File: config.mk
export PLATFORM = sky130hd
export DESIGN_NAME = score_target_controller
export DESIGN_NICKNAME = d
export VERILOG_FILES = /design/src/rtl/score_target_controller_pkg.sv /design/src/rtl/random_digit.sv /design/src/rtl/score_target_controller.sv
export SDC_FILE = /design/constraint.sdc
export NUM_CORES = 1
export LEC_CHECK = 0
export BUFFER_PORTS_ARGS = -buffer_cell sky130_fd_sc_hd__clkbuf_2
export CELL_PAD_IN_SITES_DETAIL_PLACEMENT = 0
export CELL_PAD_IN_SITES_GLOBAL_PLACEMENT = 1
export CORE_AREA = 2 2 71 73
export DETAILED_ROUTE_END_ITERATION = 8
export DIE_AREA = 0 0 73 75
export HOLD_SLACK_MARGIN = 0.03
export PLACE_DENSITY_LB_ADDON = 0.1
export SKIP_CTS_REPAIR_TIMING = 1
export SYNTH_ARGS = -nofsm -noshare
export SYNTH_HDL_FRONTEND = slang
export SYNTH_SLANG_ARGS = --single-unit
File: constraint.sdc
create_clock -name clk -period 1.9 [get_ports clk]
set_input_delay 0.285 -clock clk [delete_from_list [all_inputs] [get_ports clk]]
set_output_delay 0.285 -clock clk [all_outputs]
set_load 0.01 [all_outputs]
File: src/rtl/score_target_controller_pkg.sv
// Shared definitions for the score/target game-logic stage.
// Holds the controller state encoding, the digit-range constants and the
// helper that folds a raw 4-bit random value into a new target digit.
package score_target_controller_pkg;

  localparam int unsigned NUM_DIGITS = 10;
  localparam int unsigned DIGIT_W    = 4;
  localparam int unsigned LFSR_W     = 8;

  typedef enum logic [1:0] {
    IDLE,
    ARMED,
    SCORED,
    COOLDOWN
  } state_e;

  // Fold 0..15 into 0..9 (10..15 map to 4..9), then step past the current digit
  // so a new target never repeats the old one.
  function automatic logic [DIGIT_W-1:0] pick_digit(input logic [DIGIT_W-1:0] raw,
                                                    input logic [DIGIT_W-1:0] cur);
    logic [DIGIT_W-1:0] c;
    c = raw;
    if (c >= DIGIT_W'(NUM_DIGITS)) c = c - DIGIT_W'(6);
    if (c == cur) c = (cur == DIGIT_W'(NUM_DIGITS - 1)) ? '0 : cur + DIGIT_W'(1);
    return c;
  endfunction

endpackage

File: src/rtl/random_digit.sv
// Pseudo-random next-target generator.
// Ports:
//   clk, reset      - pixel clock, synchronous active-high reset
//   cur_digit_i     - target digit currently shown
//   next_digit_o    - candidate next digit, 0..9 and != cur_digit_i
//                     (combinational from the registered LFSR)
module random_digit
  import score_target_controller_pkg::*;
#(
  parameter logic [LFSR_W-1:0] LFSR_SEED = 8'hA5
) (
  input  logic               clk,
  input  logic               reset,
  input  logic [DIGIT_W-1:0] cur_digit_i,
  output logic [DIGIT_W-1:0] next_digit_o
);

  logic [LFSR_W-1:0] lfsr_q;
  logic [LFSR_W-1:0] lfsr_d;

  // Fibonacci LFSR, x^8 + x^6 + x^5 + x^4 + 1; free-runs outside reset.
  assign lfsr_d = {lfsr_q[LFSR_W-2:0], lfsr_q[7] ^ lfsr_q[5] ^ lfsr_q[4] ^ lfsr_q[3]};

  always_ff @(posedge clk) begin
    if (reset) lfsr_q <= LFSR_SEED;
    else       lfsr_q <= lfsr_d;
  end

  assign next_digit_o = pick_digit(lfsr_q[DIGIT_W-1:0], cur_digit_i);

endmodule

File: src/rtl/score_target_controller.sv
// Target-digit and score controller for the obstacle digit row.
// Detects the ball touching the highlighted digit, keeps a saturating BCD
// score and retargets only at frame boundaries (after a hit or a timeout).
// Ports:
//   clk, reset              - pixel clock, synchronous active-high reset
//   startOfFrame            - one-cycle pulse at the first pixel of a frame
//   gameActive              - level; low freezes the game and returns to IDLE
//   clearScore              - one-cycle pulse; zeroes the score (beats a hit)
//   drawBall, drawScoreNumber - pixel ownership; both high is a collision
//   scoreNumber             - registered target digit 0..9
//   hitPulse                - registered one-cycle pulse per accepted hit
//   scoreTens, scoreOnes    - registered BCD score 00..99
module score_target_controller
  import score_target_controller_pkg::*;
#(
  parameter int unsigned       TARGET_FRAMES   = 300,
  parameter int unsigned       COOLDOWN_FRAMES = 30,
  parameter logic [LFSR_W-1:0] LFSR_SEED       = 8'hA5,
  parameter int unsigned       INITIAL_TARGET  = 5
) (
  input  logic               clk,
  input  logic               reset,
  input  logic               startOfFrame,
  input  logic               gameActive,
  input  logic               clearScore,
  input  logic               drawBall,
  input  logic               drawScoreNumber,
  output logic [DIGIT_W-1:0] scoreNumber,
  output logic               hitPulse,
  output logic [DIGIT_W-1:0] scoreTens,
  output logic [DIGIT_W-1:0] scoreOnes
);

  // One counter serves both the timeout and the cooldown, so it covers the larger.
  localparam int unsigned CNT_MAX = (TARGET_FRAMES > COOLDOWN_FRAMES) ? TARGET_FRAMES
                                                                      : COOLDOWN_FRAMES;
  localparam int unsigned CNT_W   = $clog2(CNT_MAX + 1);
  localparam logic [CNT_W-1:0] TF_LAST = CNT_W'(TARGET_FRAMES - 1);
  localparam logic [CNT_W-1:0] CD_LAST = CNT_W'(COOLDOWN_FRAMES - 1);

  state_e             state_q;
  logic [CNT_W-1:0]   cnt_q;
  logic [DIGIT_W-1:0] target_q;
  logic               hit_q;
  logic [DIGIT_W-1:0] tens_q, ones_q;
  logic [DIGIT_W-1:0] tens_d, ones_d;
  logic [DIGIT_W-1:0] next_digit;
  logic               collide;

  assign collide = drawBall & drawScoreNumber;

  random_digit #(.LFSR_SEED(LFSR_SEED)) u_random_digit (
    .clk         (clk),
    .reset       (reset),
    .cur_digit_i (target_q),
    .next_digit_o(next_digit)
  );

  // BCD increment that saturates at 99.
  always_comb begin
    tens_d = tens_q;
    ones_d = ones_q;
    if (!(tens_q == DIGIT_W'(9) && ones_q == DIGIT_W'(9))) begin
      if (ones_q == DIGIT_W'(9)) begin
        ones_d = '0;
        tens_d = tens_q + DIGIT_W'(1);
      end else begin
        ones_d = ones_q + DIGIT_W'(1);
      end
    end
  end

  // Controller FSM with registered target, hit strobe and score.
  always_ff @(posedge clk) begin
    if (reset) begin
      state_q  <= IDLE;
      cnt_q    <= '0;
      target_q <= DIGIT_W'(INITIAL_TARGET);
      hit_q    <= 1'b0;
      tens_q   <= '0;
      ones_q   <= '0;
    end else begin
      hit_q <= 1'b0;
      if (!gameActive) begin
        state_q <= IDLE;
        cnt_q   <= '0;
      end else begin
        case (state_q)
          IDLE: begin
            if (startOfFrame) begin
              state_q <= ARMED;
              cnt_q   <= '0;
            end
          end
          ARMED: begin
            // A collision outranks a coincident frame pulse; that pulse is not a timeout frame.
            if (collide) begin
              state_q <= SCORED;
              hit_q   <= 1'b1;
              tens_q  <= tens_d;
              ones_q  <= ones_d;
            end else if (startOfFrame) begin
              if (cnt_q == TF_LAST) begin
                target_q <= next_digit;
                cnt_q    <= '0;
              end else begin
                cnt_q <= cnt_q + CNT_W'(1);
              end
            end
          end
          SCORED: begin
            if (startOfFrame) begin
              target_q <= next_digit;
              cnt_q    <= '0;
              state_q  <= (COOLDOWN_FRAMES == 0) ? ARMED : COOLDOWN;
            end
          end
          COOLDOWN: begin
            if (startOfFrame) begin
              if (cnt_q == CD_LAST) begin
                state_q <= ARMED;
                cnt_q   <= '0;
              end else begin
                cnt_q <= cnt_q + CNT_W'(1);
              end
            end
          end
          default: begin
            state_q <= IDLE;
            cnt_q   <= '0;
          end
        endcase
      end
      // Later assignment wins, so a clear beats a same-cycle hit.
      if (clearScore) begin
        tens_q <= '0;
        ones_q <= '0;
      end
    end
  end

  assign scoreNumber = target_q;
  assign hitPulse    = hit_q;
  assign scoreTens   = tens_q;
  assign scoreOnes   = ones_q;

endmodule

==> After elaboration in Yosys (flattened, before gate mapping) <==
Index checks and enable logic that the tools add are counted.
W data, S select, Z words.
{ "classes": {"eq_ne": 18, "addsub": 5, "muxes": 23, "n_bitwise": 7, "n_lt_le_gt_ge": 1, "n_reduce_logical": 12} }
{ "ops": {"columns": ["cell", "count"], "rows": [
  ["$mux W9", 6],
  ["$mux W4", 8],
  ["$pmux W9 S3", 1],
  ["$ne A2 B2 Y1 const B", 8],
  ["$add A4 B1 Y4 const B", 3],
  ["$eq A4 B4 Y1 const B", 3],
  ["$mux W2", 5],
  ["$reduce_and A5 Y1", 2],
  ["$add A9 B1 Y9 const B", 1],
  ["$eq A9 B5 Y1 const B", 1],
  ["$eq A9 B9 Y1 const B", 1],
  ["$pmux W2 S4", 1],
  ["$pmux W4 S2", 1],
  ["$reduce_and A4 Y1", 2],
  ["$reduce_and A6 Y1", 1],
  ["$reduce_or A2 Y1", 3],
  ["$eq A2 B2 Y1 const B", 2],
  ["$eq A4 B4 Y1", 1],
  ["$ge A4 B4 Y1 const B", 1],
  ["$sub A4 B3 Y4 const B", 1],
  ["$not A1 Y1", 3],
  ["$reduce_or A3 Y1", 1],
  ["$xor A1 B1 Y1", 3],
  ["$eq A2 B1 Y1 const B", 1],
  ["other kinds (6)", 6]
]} }
{ "totals": {"reg_bits": 32, "out_inout_bits": 13, "inputBits": 7, "wordCells": 73} }

==> Longest topological paths before layout <==
Gate-level depths: netlist of run 1.
{ "logic_depth": {"word_depth": 8, "depth_mapped": 8, "mapped_depth_nobuf": 7} }

==> Hierarchy <==
A second synthesis of run 1 with hierarchy kept.
{ "unflattened": {"cells_unflattened": 198, "hier_area_um2": 1809.2} }
{ "modules_own_cells": {"columns": ["module", "cells_per_inst", "area_each_um2", "seq_area_each_um2", "n_inst"], "rows": [
  ["score_target_controller", 152, 1362.6, 480.5, 1],
  ["random_digit", 46, 446.7, 160.2, 1]
]} }

==> Worst setup path after synthesis of run 1 <==
No wires, ideal clock.
{ "synth_timing": {"kind": "register to register", "startpoint": "reg cnt_q[0]", "endpoint": "reg target_q[0] (netlist: scoreNumber[0])", "t_arrival_ns": 1.826, "required_time_ns": 1.785, "setup_time_ns": 0.115, "n_path_buf": 1, "period_less_slack_ns": 1.941, "path_stages_with_launch": 8, "setup_slack_ns": -0.041, "cell_sequence": "dfxtp_1 > ha_1 > nor4b_4 > a21oi_2 > or3_4 > buf_6 > a211o_1 > a31o_1"} }
{ "synth_via": {"elab_chain_len": 3} }
{ "synth_rtl": {"columns": ["item", "line", "source"], "rows": [
  ["from (decl)", "score_target_controller.sv:42", "logic [CNT_W-1:0] cnt_q;"],
  ["from (signal assigned)", "score_target_controller.sv:107", "cnt_q <= cnt_q + CNT_W'(1);"],
  ["from (signal assigned)", "score_target_controller.sv:124", "cnt_q <= cnt_q + CNT_W'(1);"],
  ["$eq A9 B9 Y1", "score_target_controller.sv:103", "if (cnt_q == TF_LAST) begin"],
  ["$ne A2 B2 Y1 (no line)", null, null],
  ["$reduce_and A6 Y1 (no line)", null, null],
  ["to (signal assigned)", "score_target_controller.sv:78", "target_q <= DIGIT_W'(INITIAL_TARGET);"],
  ["to (signal assigned)", "score_target_controller.sv:104", "target_q <= next_digit;"],
  ["to (signal assigned)", "score_target_controller.sv:113", "target_q <= next_digit;"],
  ["to (decl)", "score_target_controller.sv:43", "logic [DIGIT_W-1:0] target_q;"]
]} }
No other way between the ends.
A chain may end at the register's enable or synchronous reset.

==> Worst setup path in the final report of run 1 <==
Same ends and word-level chain as after synthesis.

==> impl_metrics.py, run 1 <==
metrics = {
    "floorplanning": {
        "initial_core_util_pct": 37.99,
        "die-area_um2": 5475,
        "num_rows": 25,
        "die_x_um": 73,
        "io_pins": 20,
        "coreArea_um2": 4661,
        "die_h_um": 75,
    },
    "synth": {
        "syn_area_um2": 1770,
        "synth_edf_count": 0,
        "synth_seq_cells": 32,
        "yosys-top-cells-area": "dfxtp_1 36%, ha_1 7.1%, nor2_1 5.3%",
        "synth_fa_ha_area_share_pct": 7.067,
        "synth.largest_area_cell": "dfxtp_1",
        "synth_mux_area_share_pct": 1.131,
        "seq_area_frac_synth_pct": 36.18,
        "synth_top_area_share_pct": 36.18,
        "synthCells": 204,
        "synth-compound-area-share_pct": 14.77,
        "synth_top_family_by_area": "simple AND/OR/NAND/NOR gates",
        "synth-main-ff-cell": "dfxtp_1",
        "synth_xor_area_share_pct": 7.420,
        "ys_warn_count": 0,
        "synth.distinct_cells": 52,
        "ys_async_sr_fraction_pct": 0,
        "synth-simple-area-share_pct": 30.04,
        "synth_fp_nets": 221,
        "syn_area_per_cell_um2": 8.679,
    },
    "timing": {
        "clock_skew_ns": 0.004854,
        "drv_slew": 0,
        "rsz0062_at_grt": "yes",
        "fmaxAchievable_mhz": 539.8,
        "final.setup.tns_ns": 0,
        "setup_viol": 0,
        "min_period_over_period_pct": 97.50,
        "max_slew_margin_pct": 70.20,
        "finalHoldViolCount": 0,
        "fin_crit_ns": 1.853,
        "worstMarginPinSlew_ns": 0.4437,
    },
    "critical_path": {
        "worst-path-buf-inv": 0,
        "critPathKind": "reg -> reg",
        "path_delay_family": "simple AND/OR/NAND/NOR gates",
        "cp-end-kind": "flop",
        "slowest_stage": "or3_4",
        "path_max_fanout": 6,
        "cp_cell_sequence": "ha_2 > nor4b_4 > a21oi_2 > or3_4 > a211o_1 > a31o_1",
        "start_kind": "flop",
        "critPathMaxStageDelay_ns": 0.42,
        "r2r-start": "cnt_q[0]",
        "crit_required_ns": 2.08,
        "worst_ep_arrival_time_ns": 2.03,
        "critPathLaunch": "cnt_q[0]",
    },
    "grt": {
        "grt_usage_pct": 15.35,
        "grt_pass1_wl_um": 6499,
        "grt_max_degree": 14,
        "antenna_found_initial": 0,
        "first_global_vias": 1457,
        "overflow": 0,
    },
    "detailed_routing": {
        "dr.pass1.iters": 4,
        "wirelength_um": 3907,
        "avgViaCountPerCell": 5.213,
        "vias": 1543,
        "postRouteAntennaNets": 0,
        "drtIter0Drc": 42,
        "wire_per_inst_um": 13.20,
        "post-route-drc-count": 0,
    },
    "placement": {
        "dpl_cell_area_um2": 1997,
        "gp_congestion": 0.8221,
        "io_buffer_count": 19,
        "hpwl_um": 2929,
    },
    "min_path": {
        "holdCritStartpoint": "gameActive",
        "min_path_type": "in -> reg",
    },
    "cts": {
        "clock_path_buffers": 2,
        "cts_buffers": 5,
        "htreeDepth": 2,
        "cts_sinks": 32,
        "cts_root_buf": "clkbuf_8",
        "clkSlewWorstSetupHoldPaths_ns": 0.07,
        "cts_tree": "done",
        "clk_latency_ns": 0.28,
    },
    "job": {
        "drv_cap": 0,
    },
    "layout": {
        "antenna_cells": 0,
        "drive_above_1_share_pct": 29.75,
        "layout_common_cells": "26 x dfxtp_1, 25 x nor2_1, 19 x clkbuf_2, 17 x buf_4, 15 x nand2_1",
        "final_common_cell": "dfxtp_1",
        "syn_to_final_growth_pct": 22.83,
        "fin_area_um2": 2175,
        "nets": 258,
    },
    "power_and_ir_drop": {
        "ir_drop_mv": 0.3365,
        "powerDensity_nw_per_um2": 677.0,
        "power_leakage_nw": 0.8409,
    },
    "outcome": {
        "run_status": "complete, no violations",
    },
}
[Yosys cell counts, drive strengths merged (7+ instances only)]
cell   count
nor3      11
nand2     15
a21oi      8
xor2       8
nor2b     10
inv        8
nand3     10
ha        10
xnor2      7
dfxtp     32
nor2      25
[metal layers]
layer,vias up,part of all wire (%),GRT usage (%)
met5,-,0,0
met4,0,2.0,6.790
met3,8,3.8,3.882
met2,30,48,25.13
met1,713,46,19.16
li1,792,-,-
[layout make-up]
class | count | area, µm²
multi-input combinational | 158 | 1116
clock buffer | 5 | 68.82
inverter | 8 | 30.03
sequential | 32 | 650.6
timing repair buffer | 36 | 222.7
fill | 485 | 2486
tap | 54 | 67.56
clock inverter | 3 | 18.77
[power breakdown]
part           internal [mW]  leakage [nW]  total, mW  switching [mW]
Combinational          0.112         0.529      0.241           0.129
Sequential             0.694         0.264      0.721          0.0274
Clock                  0.255        0.0479      0.510           0.255
Total                   1.06         0.841       1.47           0.412
[cell families (layout without fill, tap and decap cells)]
kind of cell             count (synthesis)  after routing
multiplexers                             2              2
AND/OR/NAND/NOR                         96             96
XOR/XNOR                                15             15
adder cells (fa/ha/maj)                 10             10
AO/OA/AOI/OAI                           35             35
flip-flops                              32             32
buffers and inverters                   14             52
[per-stage QoR]
step                      setup slack [ns]  total power [mW]  util (%)  hold slack (ns)  cells
after detailed placement          -0.02648            0.9505     42.85           0.4012    283
after floorplan                   0.003006            0.8803         -           0.3895    204
after global placement             0.02656            0.9463     42.85           0.4001    283
final                              0.04744             1.472     46.66           0.3270    296
after global routing              -0.02877             1.554     46.66           0.3379    296
after CTS                         -0.03563             1.467     44.72           0.3082    291
[tightest hold or removal path, delay by kind of cell]
kind | cells | cell delay, ns
and+or+nand+nor | 2 | 0.15
buffers and inverters | 1 | 0.13
[final timing paths]
| path | end | slack [ns] | depth (start not counted) |
|---|---|---|---|
| hold / removal | state_q[1] | 0.33 | 3 |
| setup reg to reg | scoreNumber[0] | 0.05 | 6 |
| hold reg to reg | u_random_digit.lfsr_q[7] | 0.41 | 1 |
| setup / recovery | scoreNumber[0] | 0.05 | 6 |
[sequential cells by signal, summed over array words and instances (netlist names)]
register,cells
cnt_q,9
scoreTens,4
scoreNumber,4
state_q,2
u_random_digit.lfsr_q,8
scoreOnes,4
hitPulse,1
Note: power is estimated with default switching activity, not from simulation.
==> run 2, diff against run 1 <==
Settings changed: PLACE_DENSITY set to 0.71, PLACE_DENSITY_LB_ADDON 0.1 to unset.
==> run 2 against run 1 <==
  * Routed wire length decreased by 6.6%
  * Die area unchanged
  * Sequential power about the same
  * Sequential share of layout area decreased by 0.39 points
  * First-iteration DRC count up 71%
  * Worst hold slack gained 0.013 ns
  * Power up 13%
  * Critical path depth is the same
  * Via count down 1.9%
==> impl_metrics.py, run 2 (synthesis results as in run 1) <==
metrics = {
    "grt": {
        "overflow": 0,
        "antenna_found_initial": 0,
        "grt_usage_pct": 13.95,
        "first_global_vias": 1365,
        "grt_pass1_wl_um": 6030,
        "grt_max_degree": 14,
    },
    "layout": {
        "drive_above_1_share_pct": 28.33,
        "final_common_cell": "dfxtp_1",
        "top_register": "cnt_q",
        "instances_no_fill": 294,
        "largest_reg_flops": 9,
        "reg.largest.list": "cnt_q: 9 flops, u_random_digit.lfsr_q: 8 flops",
        "nets": 256,
        "antenna_cells": 0,
        "fin_util_pct": 47.01,
        "multiInputGateArea_um2": 1120,
        "layout_common_cells": "27 x dfxtp_1, 25 x nor2_1, 19 x clkbuf_2, 15 x nand2_1, 14 x buf_4",
        "fillCellCount": 465,
        "regArea_um2": 646.9,
        "syn_to_final_growth_pct": 23.75,
    },
    "placement": {
        "gp_congestion": 0.7822,
        "dp_cells": 284,
        "io_buffer_count": 19,
        "hpwl_um": 2599,
        "dp_slack_ns": 0.01365,
    },
    "power_and_ir_drop": {
        "power_leakage_nw": 0.8436,
        "p_total_mw": 1.661,
        "power_frac_clock_pct": 42.9,
        "internal_power_mw": 1.261,
        "swShare_pct": 24.06,
        "ir_drop_mv": 0.4757,
        "pwr-share-seq_pct": 43.4,
        "combPwrFrac_pct": 13.7,
        "powerDensity_nw_per_um2": 758.0,
        "p_switching_mw": 0.3996,
    },
    "timing": {
        "finalHoldViolCount": 0,
        "min_period_over_period_pct": 95.91,
        "rsz0062_at_grt": "no",
        "worstMarginPinSlew_ns": 0.3896,
        "fmaxAchievable_mhz": 548.7,
        "max_slew_margin_pct": 73.89,
        "setup_viol": 0,
        "clock_skew_ns": 0.005609,
        "fin_ws_ns": 0.07765,
        "fin_crit_ns": 1.822,
        "drv_slew": 0,
    },
    "detailed_routing": {
        "wirelength_um": 3649,
        "postRouteAntennaNets": 0,
        "post-route-drc-count": 0,
        "avgViaCountPerCell": 5.146,
        "dr.pass1.iters": 5,
        "vias": 1513,
        "wire_per_inst_um": 12.41,
        "drtIter0Drc": 72,
    },
    "min_path": {
        "min_path_type": "in -> reg",
        "worstHoldPathCells": 2,
    },
    "floorplanning": {
        "io_pins": 20,
        "coreArea_um2": 4661,
        "initial_core_util_pct": 37.99,
        "die_h_um": 75,
        "num_rows": 25,
        "die_x_um": 73,
        "die-area_um2": 5475,
    },
    "job": {
        "drv_cap": 0,
    },
    "cts": {
        "cts_root_buf": "clkbuf_8",
        "cts_sinks": 32,
        "clk_latency_ns": 0.28,
        "htreeDepth": 2,
        "clock_path_buffers": 2,
        "cts_buffers": 5,
        "cts_tree": "done",
        "clkSlewWorstSetupHoldPaths_ns": 0.07,
    },
    "critical_path": {
        "slowest_stage": "or3_4",
        "worst-path-buf-inv": 0,
        "r2r_cells": 6,
        "path_delay_family": "simple AND/OR/NAND/NOR gates",
        "critPathMaxStageDelay_ns": 0.42,
        "path_max_fanout": 7,
        "cp_cell_sequence": "ha_2 > nor4b_4 > a21oi_2 > or3_4 > a211o_1 > a31o_1",
        "cp-end-kind": "flop",
        "critPathKind": "reg -> reg",
        "start_kind": "flop",
        "worst_ep_arrival_time_ns": 2.00,
        "crit_required_ns": 2.08,
        "cp.depth": 6,
    },
    "outcome": {
        "run_status": "complete, no violations",
    },
}
==> run 2: final timing paths <==
| kind | startpoint | end | slack (ns) |
|---|---|---|---|
| max | cnt_q[0] | scoreNumber[0] | 0.08 |
| min | reset | u_random_digit.lfsr_q[1] | 0.34 |
| max reg2reg | cnt_q[0] | scoreNumber[0] | 0.08 |
| min reg2reg | u_random_digit.lfsr_q[6] | u_random_digit.lfsr_q[7] | 0.42 |
==> run 2: metrics by stage <==
stage	setup TNS [ns]	cell area (µm²)	hold WS (ns)
global placement	0	2004	0.3991
detailed placement	0	2004	0.4040
floorplan	0	1774	0.3895
global route	0	2191	0.3748
CTS	-0.0004536	2131	0.3133
finish	0	2191	0.3395
==> run 2: power groups by stage <==
stage | sequential (mW) | clock [mW] | combinational, mW
floorplan | 0.729 | 0 | 0.151
global route | 0.726 | 0.759 | 0.252
global placement | 0.735 | 0 | 0.212
CTS | 0.720 | 0.725 | 0.213
finish | 0.721 | 0.713 | 0.227
detailed placement | 0.735 | 0 | 0.211
==> run 2: per-layer routing <==
layer | GRT usage, % | wire [µm]
met1 | 18.14 | 1819
met2 | 23.02 | 1707
met3 | 3.614 | 93
met4 | 3.704 | 29
met5 | 0 | 0
==> run 2: cell type report <==
type	instances	area share (%)
multi-input combinational	159	51.11
sequential	32	29.53
timing repair buffer	33	9.138
clock buffer	7	4.397
tap	54	3.084
clock inverter	1	1.371
inverter	8	1.371
==> run 3, diff against run 2 <==
Settings changed: CORE_AREA 2 2 71 73 to 2 2 68 70, DIE_AREA 0 0 73 75 to 0 0 70 72, PLACE_DENSITY 0.71 to 0.74.
Clock period 1.9 ns to 1.8 ns, I/O delays scaled along.
==> run 3 against run 2 <==
  * Via count is 5.0% higher
  * Sequential cell count stayed put
  * First-iteration DRC count is 31% lower
==> impl_metrics.py, run 3 (synthesis results as in run 1) <==
metrics = {
    "critical_path": {
        "critPathKind": "reg -> reg",
        "cp-end-kind": "flop",
        "critPathMaxStageDelay_ns": 0.45,
        "worst_ep_arrival_time_ns": 1.92,
        "crit_required_ns": 1.96,
        "start_kind": "flop",
        "slowest_stage": "or4_4",
        "path_max_fanout": 5,
        "cp_cell_sequence": "inv_1 > ha_1 > nand4bb_1 > or4_4 > a311o_2 > nand3_4 > a211oi_1",
        "worst-path-buf-inv": 1,
        "path_delay_family": "simple AND/OR/NAND/NOR gates",
    },
    "cts": {
        "clk_latency_ns": 0.28,
        "cts_buffers": 5,
        "htreeDepth": 2,
        "cts_sinks": 32,
        "cts_tree": "done",
        "cts_root_buf": "clkbuf_8",
        "clock_path_buffers": 2,
        "clkSlewWorstSetupHoldPaths_ns": 0.06,
    },
    "layout": {
        "fin_util_pct": 53.61,
        "antenna_cells": 0,
        "drive_above_1_share_pct": 34.54,
        "top_register": "cnt_q",
        "final_common_cell": "dfxtp_1",
        "nets": 265,
        "reg.largest.list": "cnt_q: 9 flops, u_random_digit.lfsr_q: 8 flops",
        "syn_to_final_growth_pct": 29.12,
        "layout_common_cells": "26 x dfxtp_1, 23 x buf_4, 21 x nor2_1, 19 x clkbuf_2, 15 x nand2_1",
        "largest_reg_flops": 9,
    },
    "timing": {
        "worstMarginPinSlew_ns": 0.3930,
        "drv_slew": 0,
        "min_period_over_period_pct": 97.76,
        "setup_viol": 0,
        "fin_crit_ns": 1.760,
        "rsz0062_at_grt": "yes",
        "max_slew_margin_pct": 73.52,
        "clock_skew_ns": 0.008682,
        "finalHoldViolCount": 0,
        "holdWs_ns": 0.3387,
        "fmaxAchievable_mhz": 568.3,
    },
    "placement": {
        "io_buffer_count": 19,
        "hpwl_um": 2751,
        "gp_congestion": 0.8681,
    },
    "detailed_routing": {
        "postRouteAntennaNets": 0,
        "wirelength_um": 3951,
        "dr.pass1.iters": 4,
        "avgViaCountPerCell": 5.276,
        "vias": 1588,
        "drtIter0Drc": 50,
        "wire_per_inst_um": 13.13,
        "post-route-drc-count": 0,
    },
    "floorplanning": {
        "coreArea_um2": 4264,
        "die-area_um2": 5040,
        "num_rows": 24,
        "initial_core_util_pct": 41.52,
        "die_h_um": 72,
        "io_pins": 20,
        "die_x_um": 70,
    },
    "job": {
        "drv_cap": 0,
    },
    "power_and_ir_drop": {
        "power_leakage_nw": 0.8783,
        "powerDensity_nw_per_um2": 702.5,
        "ir_drop_mv": 0.5621,
        "p_total_mw": 1.606,
    },
    "grt": {
        "grt_use_met3_pct": 3.056,
        "overflow": 0,
        "grt_util_met1_pct": 19.38,
        "grt_max_degree": 14,
        "grt_pass1_wl_um": 6410,
        "met2_usage_pct": 26.03,
        "first_global_vias": 1454,
        "grt_usage_pct": 15.30,
        "top_usage_layer": "met2",
        "antenna_found_initial": 0,
    },
    "min_path": {
        "min_path_type": "in -> reg",
    },
    "outcome": {
        "run_status": "complete, no violations",
    },
}
run 3: cell types whose count changed in the layout (fill, tap and decap cells not counted), moves of 2 or more:
cell      before  now
inv_1          8    6
clkbuf_1       0    2
nor3_1         9    7
ha_4           0    2
nor2_1        25   21
inv_2          0    2
dfxtp_2        5    3
buf_4         14   23
ha_2           2    0
nor2_2         0    4
dfxtp_4        0    3
nor3_2         2    4
run 3: where the power goes:
part | total (mW) | switching, mW | internal, mW
sequential | 0.757 | 0.0250 | 0.732
combinational | 0.281 | 0.149 | 0.132
clock | 0.569 | 0.257 | 0.312
run 3: worst paths after layout:
| path | start | end | slack [ns] | cells past startpoint |
|---|---|---|---|---|
| max | cnt_q[1] | cnt_q[1] | 0.04 | 7 |
| min reg2reg | u_random_digit.lfsr_q[6] | u_random_digit.lfsr_q[7] | 0.43 | 1 |
| min | reset | u_random_digit.lfsr_q[1] | 0.34 | 2 |
| max reg2reg | cnt_q[1] | cnt_q[1] | 0.04 | 7 |
run 3: through the flow:
step | setup slack (ns) | TNS, ns | std cells | area (µm²)
finish | 0.04035 | 0 | 301 | 2286
global route | -0.08246 | -0.3188 | 301 | 2286
CTS | -0.07909 | -0.8048 | 297 | 2161
detailed placement | -0.05909 | -0.5248 | 289 | 2071
global placement | -0.01539 | -0.04020 | 289 | 2071
floorplan | 0.02261 | 0 | 204 | 1790
run 3: area by class of cell:
class / count / area [µm²]
clock buffers: 8 / 90.09
multi-input cells: 159 / 1177
fillers: 415 / 1978
well taps: 52 / 65.06
repair buffers: 42 / 267.8
flip-flops and latches: 32 / 655.6
inverters: 8 / 30.03
run 3: worst register-to-register path, delay by kind of cell (launching register included):
| kind | cells | cell delay [ns] |
|---|---|---|
| flops | 1 | 0.36 |
| buf+inv | 1 | 0.05 |
| compound gates | 2 | 0.45 |
| fa+ha+maj | 1 | 0.13 |
| simple gates | 3 | 0.66 |
run 3: per-layer routing:
metal  routed length [µm]  vias up  share of wire [%]
met4                   38        0               0.96
li1                     -      811                  -
met2                 1967       31                 50
met3                  157        7                4.0
met1                 1787      739                 45
met5                    0        -                  0
